`config.mk`:
```
export PLATFORM = sky130hd
export DESIGN_NAME = seq_pattern_tx
export DESIGN_NICKNAME = d
export VERILOG_FILES = /design/src/rtl/seq_pkg.sv /design/src/rtl/piso_shreg.sv /design/src/rtl/seq_pattern_tx.sv
export SDC_FILE = /design/constraint.sdc
export NUM_CORES = 1
export LEC_CHECK = 0
export ABC_CLOCK_PERIOD_IN_PS = 1700
export CAP_MARGIN = 20
export CORE_UTILIZATION = 52
export CTS_BUF_LIST = sky130_fd_sc_hd__clkbuf_2 sky130_fd_sc_hd__clkbuf_4 sky130_fd_sc_hd__clkbuf_8
export DETAILED_ROUTE_END_ITERATION = 7
export PLACE_DENSITY = 0.81
export REMOVE_ABC_BUFFERS = 1
export SYNTH_ARGS = -nofsm -noshare
export SYNTH_HDL_FRONTEND = slang
export SYNTH_SLANG_ARGS = --single-unit
```
`constraint.sdc`:
```
create_clock -name clk -period 1.7 [get_ports clk]
set_input_delay 0.255 -clock clk [delete_from_list [all_inputs] [get_ports clk]]
set_output_delay 0.255 -clock clk [all_outputs]
set_load 0.01 [all_outputs]
```
`src/rtl/seq_pkg.sv`:
```
// seq_pkg: shared constants for the serial pattern link (state encoding, default pattern)
package seq_pkg;
   localparam int PATTERN_W = 4;
   localparam logic [PATTERN_W-1:0] DEFAULT_PATTERN = 4'b1101;
   localparam logic [1:0] ST_IDLE  = 2'b00;
   localparam logic [1:0] ST_SHIFT = 2'b01;
   localparam logic [1:0] ST_GAP   = 2'b10;
   typedef enum logic [1:0] {
      S_IDLE  = ST_IDLE,
      S_SHIFT = ST_SHIFT,
      S_GAP   = ST_GAP
   } tx_state_e;
endpackage

```
`src/rtl/piso_shreg.sv`:
```
// piso_shreg: parallel-load shift-left register, MSB is the serial output
//   clk, rst : clock, sync active-high reset
//   load/din : parallel load (has priority over shift)
//   shift    : shift left one place, zero fill
//   sout     : current MSB
module piso_shreg #(
   parameter int WIDTH = 4
) (
   input  logic             clk,
   input  logic             rst,
   input  logic             load,
   input  logic             shift,
   input  logic [WIDTH-1:0] din,
   output logic             sout
);
   logic [WIDTH-1:0] shreg_q, shreg_d;
   always_comb shreg_d = load ? din : shift ? {shreg_q[WIDTH-2:0], 1'b0} : shreg_q;
   always_ff @(posedge clk) begin
      if (rst) shreg_q <= '0;
      else     shreg_q <= shreg_d;
   end
   assign sout = shreg_q[WIDTH-1];
endmodule

```
`src/rtl/seq_pattern_tx.sv`:
```
// seq_pattern_tx: serial pattern transmitter, shifts a word out MSB-first with repeats and gaps
//   clk, rst          : clock, sync active-high reset
//   in_valid/in_ready : word handshake; in_word pattern, in_reps repeat count (0 -> 1)
//   abort             : drop the current transfer
//   dout/dout_valid   : serial bit and its qualifier
//   last              : final bit of final repetition
//   busy              : not idle
module seq_pattern_tx import seq_pkg::*; #(
   parameter int WIDTH = PATTERN_W,
   parameter int REP_W = 4,
   parameter int GAP   = 0
) (
   input  logic             clk,
   input  logic             rst,
   input  logic             in_valid,
   output logic             in_ready,
   input  logic [WIDTH-1:0] in_word,
   input  logic [REP_W-1:0] in_reps,
   input  logic             abort,
   output logic             dout,
   output logic             dout_valid,
   output logic             last,
   output logic             busy
);
   localparam int BW = $clog2(WIDTH);
   localparam int GW = GAP > 1 ? $clog2(GAP) : 1;
   tx_state_e        state_q, state_d;
   logic [BW-1:0]    bit_cnt_q, bit_cnt_d;
   logic [REP_W-1:0] reps_left_q, reps_left_d;
   logic [GW-1:0]    gap_cnt_q, gap_cnt_d;
   logic [WIDTH-1:0] hold_word_q, hold_word_d;
   logic             accept, word_end, reload, sout;
   // reset holds the handshake closed even though the state already reads IDLE
   assign in_ready = state_q == S_IDLE && !rst;
   assign accept   = in_valid && in_ready;
   assign word_end = state_q == S_SHIFT && bit_cnt_q == '0;
   assign reload   = word_end && reps_left_q > REP_W'(1);
   always_comb begin
      state_d     = state_q;
      bit_cnt_d   = bit_cnt_q;
      reps_left_d = reps_left_q;
      gap_cnt_d   = gap_cnt_q;
      hold_word_d = hold_word_q;
      case (state_q)
         S_IDLE: if (accept) begin
            hold_word_d = in_word;
            bit_cnt_d   = BW'(WIDTH - 1);
            reps_left_d = in_reps == '0 ? REP_W'(1) : in_reps;
            state_d     = S_SHIFT;
         end
         S_SHIFT: begin
            bit_cnt_d = bit_cnt_q - BW'(1);
            if (reload) begin
               reps_left_d = reps_left_q - REP_W'(1);
               bit_cnt_d   = BW'(WIDTH - 1);
               gap_cnt_d   = GW'(GAP - 1);
               state_d     = GAP > 0 ? S_GAP : S_SHIFT;
            end else if (word_end) state_d = S_IDLE;
            if (abort) state_d = S_IDLE;
         end
         S_GAP: begin
            gap_cnt_d = gap_cnt_q - GW'(1);
            if (gap_cnt_q == '0) state_d = S_SHIFT;
            if (abort) state_d = S_IDLE;
         end
         default: state_d = S_IDLE;
      endcase
   end
   always_ff @(posedge clk) begin
      if (rst) begin
         state_q     <= S_IDLE;
         bit_cnt_q   <= '0;
         reps_left_q <= '0;
         gap_cnt_q   <= '0;
         hold_word_q <= '0;
      end else begin
         state_q     <= state_d;
         bit_cnt_q   <= bit_cnt_d;
         reps_left_q <= reps_left_d;
         gap_cnt_q   <= gap_cnt_d;
         hold_word_q <= hold_word_d;
      end
   end
   // accept only happens in IDLE, so the two load sources never collide
   piso_shreg #(.WIDTH(WIDTH)) u_piso (
      .clk  (clk),
      .rst  (rst),
      .load (accept || reload),
      .shift(dout_valid),
      .din  (accept ? in_word : hold_word_q),
      .sout (sout)
   );
   assign dout_valid = state_q == S_SHIFT;
   assign dout       = dout_valid && sout;
   assign last       = word_end && reps_left_q == REP_W'(1);
   assign busy       = state_q != S_IDLE;
endmodule

```
; ---- Word-level counts from Yosys, hierarchy flattened
; Cells that the tools add are included.
[totals]
register_bits = 17
latchBits = 0
ramBits = 0
mem_bits_ro = 0
input_bits = 12
output_inout_bits = 5
n_memories = 0
[op_classes]
addsub = 3
n_mul = 0
n_div = 0
magnitude_cmp = 1
n_eq_ne = 7
n_shift = 0
muxes = 19
n_bitwise = 0
reduce_logical = 19
[op_table]
columns = cell, count
row1 = 2-to-1 mux 4 bit, 6
row2 = 2-to-1 mux 2 bit, 8
row3 = one-hot mux 4 bit (2 select lines), 1
row4 = nonzero test 2 bit, 4
row5 = logical AND 1 bit, 6
row6 = one-hot mux 2 bit (3 select lines), 1
row7 = AND reduction 3 bit, 2
row8 = == test 4 x 1 -> 1 bit (second input constant), 1
row9 = > comparator 4 x 1 -> 1 bit (second input constant), 1
row10 = zero test 2 bit, 2
row11 = zero test 4 bit, 1
row12 = inequality test 4 x 2 -> 1 bit (second input constant), 1
row13 = one-hot mux 2 bit (2 select lines), 1
row14 = AND reduction 2 bit, 2
row15 = subtractor 4 x 1 -> 4 bit (second input constant), 1
row16 = inequality test 3 bit (second input constant), 1
row17 = == test 2 x 1 -> 1 bit (second input constant), 1
row18 = == test 2 bit (second input constant), 1
row19 = inequality test 2 x 1 -> 1 bit (second input constant), 1
row20 = inequality test 2 bit (second input constant), 1
row21 = one-hot mux 1 bit (2 select lines), 1
row22 = subtractor 2 x 1 -> 2 bit (second input constant), 1
row23 = zero test 1 bit, 1
row24 = logical OR 1 bit, 1
row25 = other kinds (2), 2

; ---- Longest topological paths before layout
; Gate-level depths: netlist (run 1).
[logic_depth]
depth_word = 6
mapped_depth = 6

; ---- Cells and area by module
; From an unflattened synthesis (run 1), not the netlist that was laid out.
[hier_totals]
cells_unflattened = 94
hier_area_um2 = 829.5
[modules_own_cells]
columns = mod, n_inst, cells_per_inst, area_each_um2, seq_area_each_um2
row1 = seq_pattern_tx, 1, 77, 656.9, 220.2
row2 = piso_shreg, 1, 17, 172.7, 80.1

; ---- Worst setup path before layout (run 1)
; No wires, ideal clock.
[synth_path]
path_type = register to output
from = register state_q[0]
to = output last
t_arrival_ps = 1201
path_slack_ps = 244
path_stages_with_launch = 4
path_cell_list = dfxtp_1 > buf_2 > nand2_1 > nor4b_1
[synth_via]
elab_chain_len = 3
[synth_rtl]
columns = element, line_no
row1 = from (decl), seq_pattern_tx.sv:27  ; tx_state_e state_q, state_d;
row2 = from (signal assigned), seq_pattern_tx.sv:77  ; state_q <= state_d;
row3 = == test 2 x 1 -> 1 bit, seq_pattern_tx.sv:36  ; assign word_end = state_q == S_SHIFT && bit_cnt_q == '0;
row4 = logical AND 1 bit, seq_pattern_tx.sv:36
row5 = logical AND 1 bit, seq_pattern_tx.sv:95  ; assign last = word_end && reps_left_q == REP_W'(1);
row6 = to (decl), seq_pattern_tx.sv:22  ; output logic last,
; No other way between the ends.

; ---- Final worst setup path (run 1)
[layout_path]
from = register reps_left_q[1]
to = register reps_left_q[1]
[layout_via]
elab_chain_len = 4
[layout_rtl]
columns = element, line_no
row1 = from (decl), seq_pattern_tx.sv:29  ; logic [REP_W-1:0] reps_left_q, reps_left_d;
row2 = from (signal assigned), seq_pattern_tx.sv:79  ; reps_left_q <= reps_left_d;
row3 = > comparator 4 x 1 -> 1 bit, seq_pattern_tx.sv:37  ; assign reload = word_end && reps_left_q > REP_W'(1);
row4 = logical AND 1 bit, seq_pattern_tx.sv:37
row5 = inequality test 2 x 1 -> 1 bit (no line), -
row6 = AND reduction 3 bit (no line), -
; Parallel ways exist; a longest one is shown, timed or not. The select of a mux whose other input is x is not followed.
; A chain may end at the register's enable or synchronous reset.

==> results of run 1 <==
-- metal layers --
metal  GRT usage (%)  vias up  wire length, um
met5               0        -                0
met4           11.25        0               55
met1           34.69      398              929
met2           40.62       41             1101
met3           5.603        8              159
li1                -      401                -
-- registers in the layout, summed over array words and instances, names as in the netlist --
| name | flops |
|---|---|
| bit_cnt_q | 2 |
| state_q | 1 |
| hold_word_q | 4 |
| u_piso.shreg_q | 4 |
| reps_left_q | 4 |
-- power groups by stage --
stage          combinational, mW  sequential, mW  clock [mW]
2_1_floorplan              0.111           0.417           0
3_3_place_gp               0.224           0.405           0
3_5_place_dp               0.232           0.408           0
4_1_cts                    0.233           0.399       0.229
5_1_grt                    0.271           0.404       0.248
6_report                   0.250           0.402       0.230
-- through the flow --
step           std cells  cell area (sq um)  setup WS (ps)
6_report             138               1105          37.49
5_1_grt              138               1105         -43.41
4_1_cts              137               1067          4.704
3_5_place_dp         133               1040         -14.93
3_3_place_gp         133               1040          21.29
2_1_floorplan         92              779.5          5.565
-- critical path, stage by stage (launching register included) --
cell,delay [ps]
dfxtp_1,320
inv_1,120
ha_1,270
nor2_4,70
o311ai_4,370
a221oi_2,110
a311oi_2,300
-- worst max path at each step --
| stage | from | endpoint | cells after the start |
|---|---|---|---|
| after floorplan | state_q[0] | last | 2 |
| after global placement | bit_cnt_q[0] | last | 5 |
| after detailed placement | bit_cnt_q[0] | last | 5 |
| after CTS | state_q[0] | in_ready | 3 |
| after global routing | reps_left_q[1] | last | 4 |
| final | reps_left_q[1] | reps_left_q[1] | 6 |
-- cell families (layout without fill, tap and decap cells) --
| family | count (synthesis) | in the layout | synth area share, % |
|---|---|---|---|
| multiplexers | 1 | 1 | 1.192 |
| flip-flops | 15 | 15 | 35.77 |
| XOR/XNOR | 1 | 1 | 1.043 |
| AO/OA/AOI/OAI | 26 | 26 | 25.64 |
| AND/OR/NAND/NOR | 41 | 41 | 22.50 |
| adder cells (fa/ha/maj) | 3 | 3 | 4.471 |
| buffers and inverters | 15 | 35 | 9.388 |
-- area by class of cell --
| cell class | instances | area, sq um | area share, % |
|---|---|---|---|
| flip-flops and latches | 15 | 305.3 | 27.63 |
| clock buffers | 4 | 30.03 | 2.718 |
| repair buffers | 26 | 256.5 | 23.22 |
| multi-input cells | 72 | 474.2 | 42.92 |
| inverters | 5 | 18.77 | 1.699 |
| well taps | 16 | 20.02 | 1.812 |
-- cell usage in the layout (no fill, tap or decap), types with 3 or more instances in the layout --
cell type	instances
nor3_1	6
nor2_1	9
clkbuf_4	4
nand3_1	4
buf_4	8
dfxtp_1	13
a32oi_1	3
nand2_1	15
a21oi_1	8
a31oi_1	5
inv_1	5
clkdlybuf4s50_1	13
-- repair_timing --
action	CTS	global route
gates cloned	0	0
hold buffers	0	0
pin swaps	0	2
resized for setup	8	5
setup buffers	0	1
endpoints found under the setup margin	3	4
==> results_tabular.tex, run 1 <==
\begin{tabular}{lr}
\hline
Metric & Value \\
\hline
\multicolumn{2}{l}{\textbf{Synthesis}} \\
\quad Number of distinct library cell variants in the gate-level netlist after synthesis & 31 \\
\quad Total number of yosys warnings & 0 \\
\quad Share of Yosys cell area claimed by the top area cell type & between 30\% and 40\% \\
\quad Dominant cells by area after synthesis & dfxtp\_1, nand2\_1, a21oi\_1, ha\_1, nor2\_1 \\
\quad Share of synthesized flip-flops with an asynchronous set or reset & 0\% \\
\quad Cell type with the largest total area after synthesis & dfxtp\_1 \\
\quad Synthesized area & 839.6 sq um \\
\quad Synthesized area divided by synthesized cell count & approximately 8.2 sq um \\
\quad Proportion of synthesized chip area in sequential cells & 35.77\% \\
\quad Gate count of the mapped netlist & between 100 and 150 \\
\quad Count of flip-flops with a built-in enable after synthesis & 0 \\
\quad FF+latch count, synth & 15 \\
\quad Dominant synthesized flop cell & dfxtp\_1 \\
\quad List of most frequent post-synthesis cells & dfxtp\_1, nand2\_1, nor2\_1, a21oi\_1, nor3\_1 \\
\multicolumn{2}{l}{\textbf{Power}} \\
\quad Power per cell area & 797.6 mW/mm\^{}2 \\
\quad Share of total power in combinational logic & 28.4\% \\
\quad Switching power summed over all nets & around 270 uW \\
\quad Total power draw & 881.2 uW \\
\quad Leakage power figure & between 0.4 and 0.5 nW \\
\quad Switching share of power & 30.99\% \\
\quad Cell internal pwr & between 600 and 700 uW \\
\quad Worst-case vdd ir drop & around 0.55 mV \\
\quad Clk network pwr share & 26.0\% \\
\quad Share of power burned in registers & $\sim$46\% \\
\multicolumn{2}{l}{\textbf{Placement}} \\
\quad Detailed Place HPWL & 1517 um \\
\quad Buffers on Ports & 16 \\
\quad RePlAce Congestion & approximately 0.85 \\
\multicolumn{2}{l}{\textbf{Global route}} \\
\quad All-Layer GR Usage & between 20\% and 30\% \\
\quad Largest net degree at the start of global routing & 23 \\
\quad Global-route wire length before repair & about 3500 um \\
\quad Antenna violations before repair & 0 \\
\quad Gr ovfl total & 0 \\
\quad Via count of the first global-routing pass & between 700 and 800 \\
\multicolumn{2}{l}{\textbf{Routing}} \\
\quad Violation count after the first detailed-routing iteration & 35 \\
\quad Post-route DRC violation count & 1 \\
\quad Vias per inst & 6.145 \\
\quad Iteration count of the initial detailed-routing pass & 6 \\
\quad Final WL & roughly 2200 um \\
\quad Post-DRT Antenna Nets & 0 \\
\quad Via count & between 800 and 900 \\
\quad Detailed-route wire length per cell & approximately 16 um \\
\multicolumn{2}{l}{\textbf{Timing}} \\
\quad Slew Limit Headroom & around three quarters \\
\quad Top achievable clock speed & 601.5 MHz \\
\quad Max-slew violation total from the final report & 0 \\
\quad Minimum period implied by the final worst setup slack & 1663 ps \\
\quad Total Neg Setup Slack & 0 ps \\
\quad Clock skew after layout & 5.239 ps \\
\quad Hold Worst Slack & approximately 460 ps \\
\quad Slew at the pin closest to its max-slew limit & around 350 ps \\
\quad Final setup violation count & 0 \\
\quad Final-report hold violation count & 0 \\
\quad Tcrit/Tclk final & between 90 and 100\% \\
\multicolumn{2}{l}{\textbf{Setup path}} \\
\quad Critical Path End Type & flip-flop \\
\quad Required time at the worst-slack endpoint & roughly 1900 ps \\
\quad Crit path max fanout & 4 \\
\quad Critical Path Start Type & flip-flop \\
\quad Crit Reg-Reg Startpoint & reps\_left\_q[1] \\
\quad Arrival time of data at the critical path endpoint & approximately 1900 ps \\
\quad Start-to-end type of the worst setup path & flip-flop to flip-flop \\
\quad Flop-to-flop setup slack & around 37 ps \\
\quad Cell count of the worst reg-to-reg path & 6 \\
\quad Reg-to-reg critical path endpoint & reps\_left\_q[1] \\
\multicolumn{2}{l}{\textbf{Hold path}} \\
\quad Min-Delay Startpoint & hold\_word\_q[1] \\
\quad Hold WC Path Type & flip-flop to flip-flop \\
\quad Number of cells on the worst hold path & 2 \\
\quad Hold EP & hold\_word\_q[1] \\
\multicolumn{2}{l}{\textbf{Cells and area}} \\
\quad Ratio of cells with drive above 1 in the final layout & 19.67\% \\
\quad Layout overhead on the synthesized area & 31.59\% \\
\quad Final net count & approximately 140 \\
\quad Diodes inserted & 0 \\
\quad Final design utilization & roughly three quarters \\
\quad Filler cell count in the final layout & 115 \\
\multicolumn{2}{l}{\textbf{Die}} \\
\quad Starting density of the core & between 50\% and 60\% \\
\quad Standard-cell row count & 14 \\
\quad Die Ht & 42.18 um \\
\quad Core box area & 0.001506 sq mm \\
\quad Die area & $\sim$0.0018 sq mm \\
\quad Number of top-level design ports & 17 \\
\quad Die Wd & between 40 and 50 um \\
\multicolumn{2}{l}{\textbf{Run status}} \\
\quad Run status & complete, but fails checks \\
\quad Violations in the final reports & DRC \\
\multicolumn{2}{l}{\textbf{Clock network}} \\
\quad Sinks on the clock net & 15 \\
\quad Master cell of the clock root buffer & clkbuf\_4 \\
\quad Total clock buffers created by CTS & 3 \\
\quad Clock tree from TritonCTS & yes \\
\quad Clock Pin Slew Worst Setup and Hold Paths & roughly 100 ps \\
\quad H-tree depth reported by CTS & 1 \\
\quad Clock buffer depth & 2 \\
\quad Clock insertion delay at the later pin of the skew report & approximately 280 ps \\
\multicolumn{2}{l}{\textbf{Job}} \\
\quad Max Cap Violations & 0 \\
\hline
\end{tabular}
Note: power is estimated with default switching activity, not from simulation.
==> run 2: changes to the inputs <==
--- a/config.mk
+++ b/config.mk
@@ -6,9 +6,9 @@
 export NUM_CORES = 1
 export LEC_CHECK = 0
 export ABC_CLOCK_PERIOD_IN_PS = 1700
-export CAP_MARGIN = 20
 export CORE_UTILIZATION = 52
 export CTS_BUF_LIST = sky130_fd_sc_hd__clkbuf_2 sky130_fd_sc_hd__clkbuf_4 sky130_fd_sc_hd__clkbuf_8
+export CTS_CLUSTER_SIZE = 12
 export DETAILED_ROUTE_END_ITERATION = 7
 export PLACE_DENSITY = 0.81
 export REMOVE_ABC_BUFFERS = 1
==> results of run 2 <==
The final DEF is identical to that of run 1; final timing and power are the same.
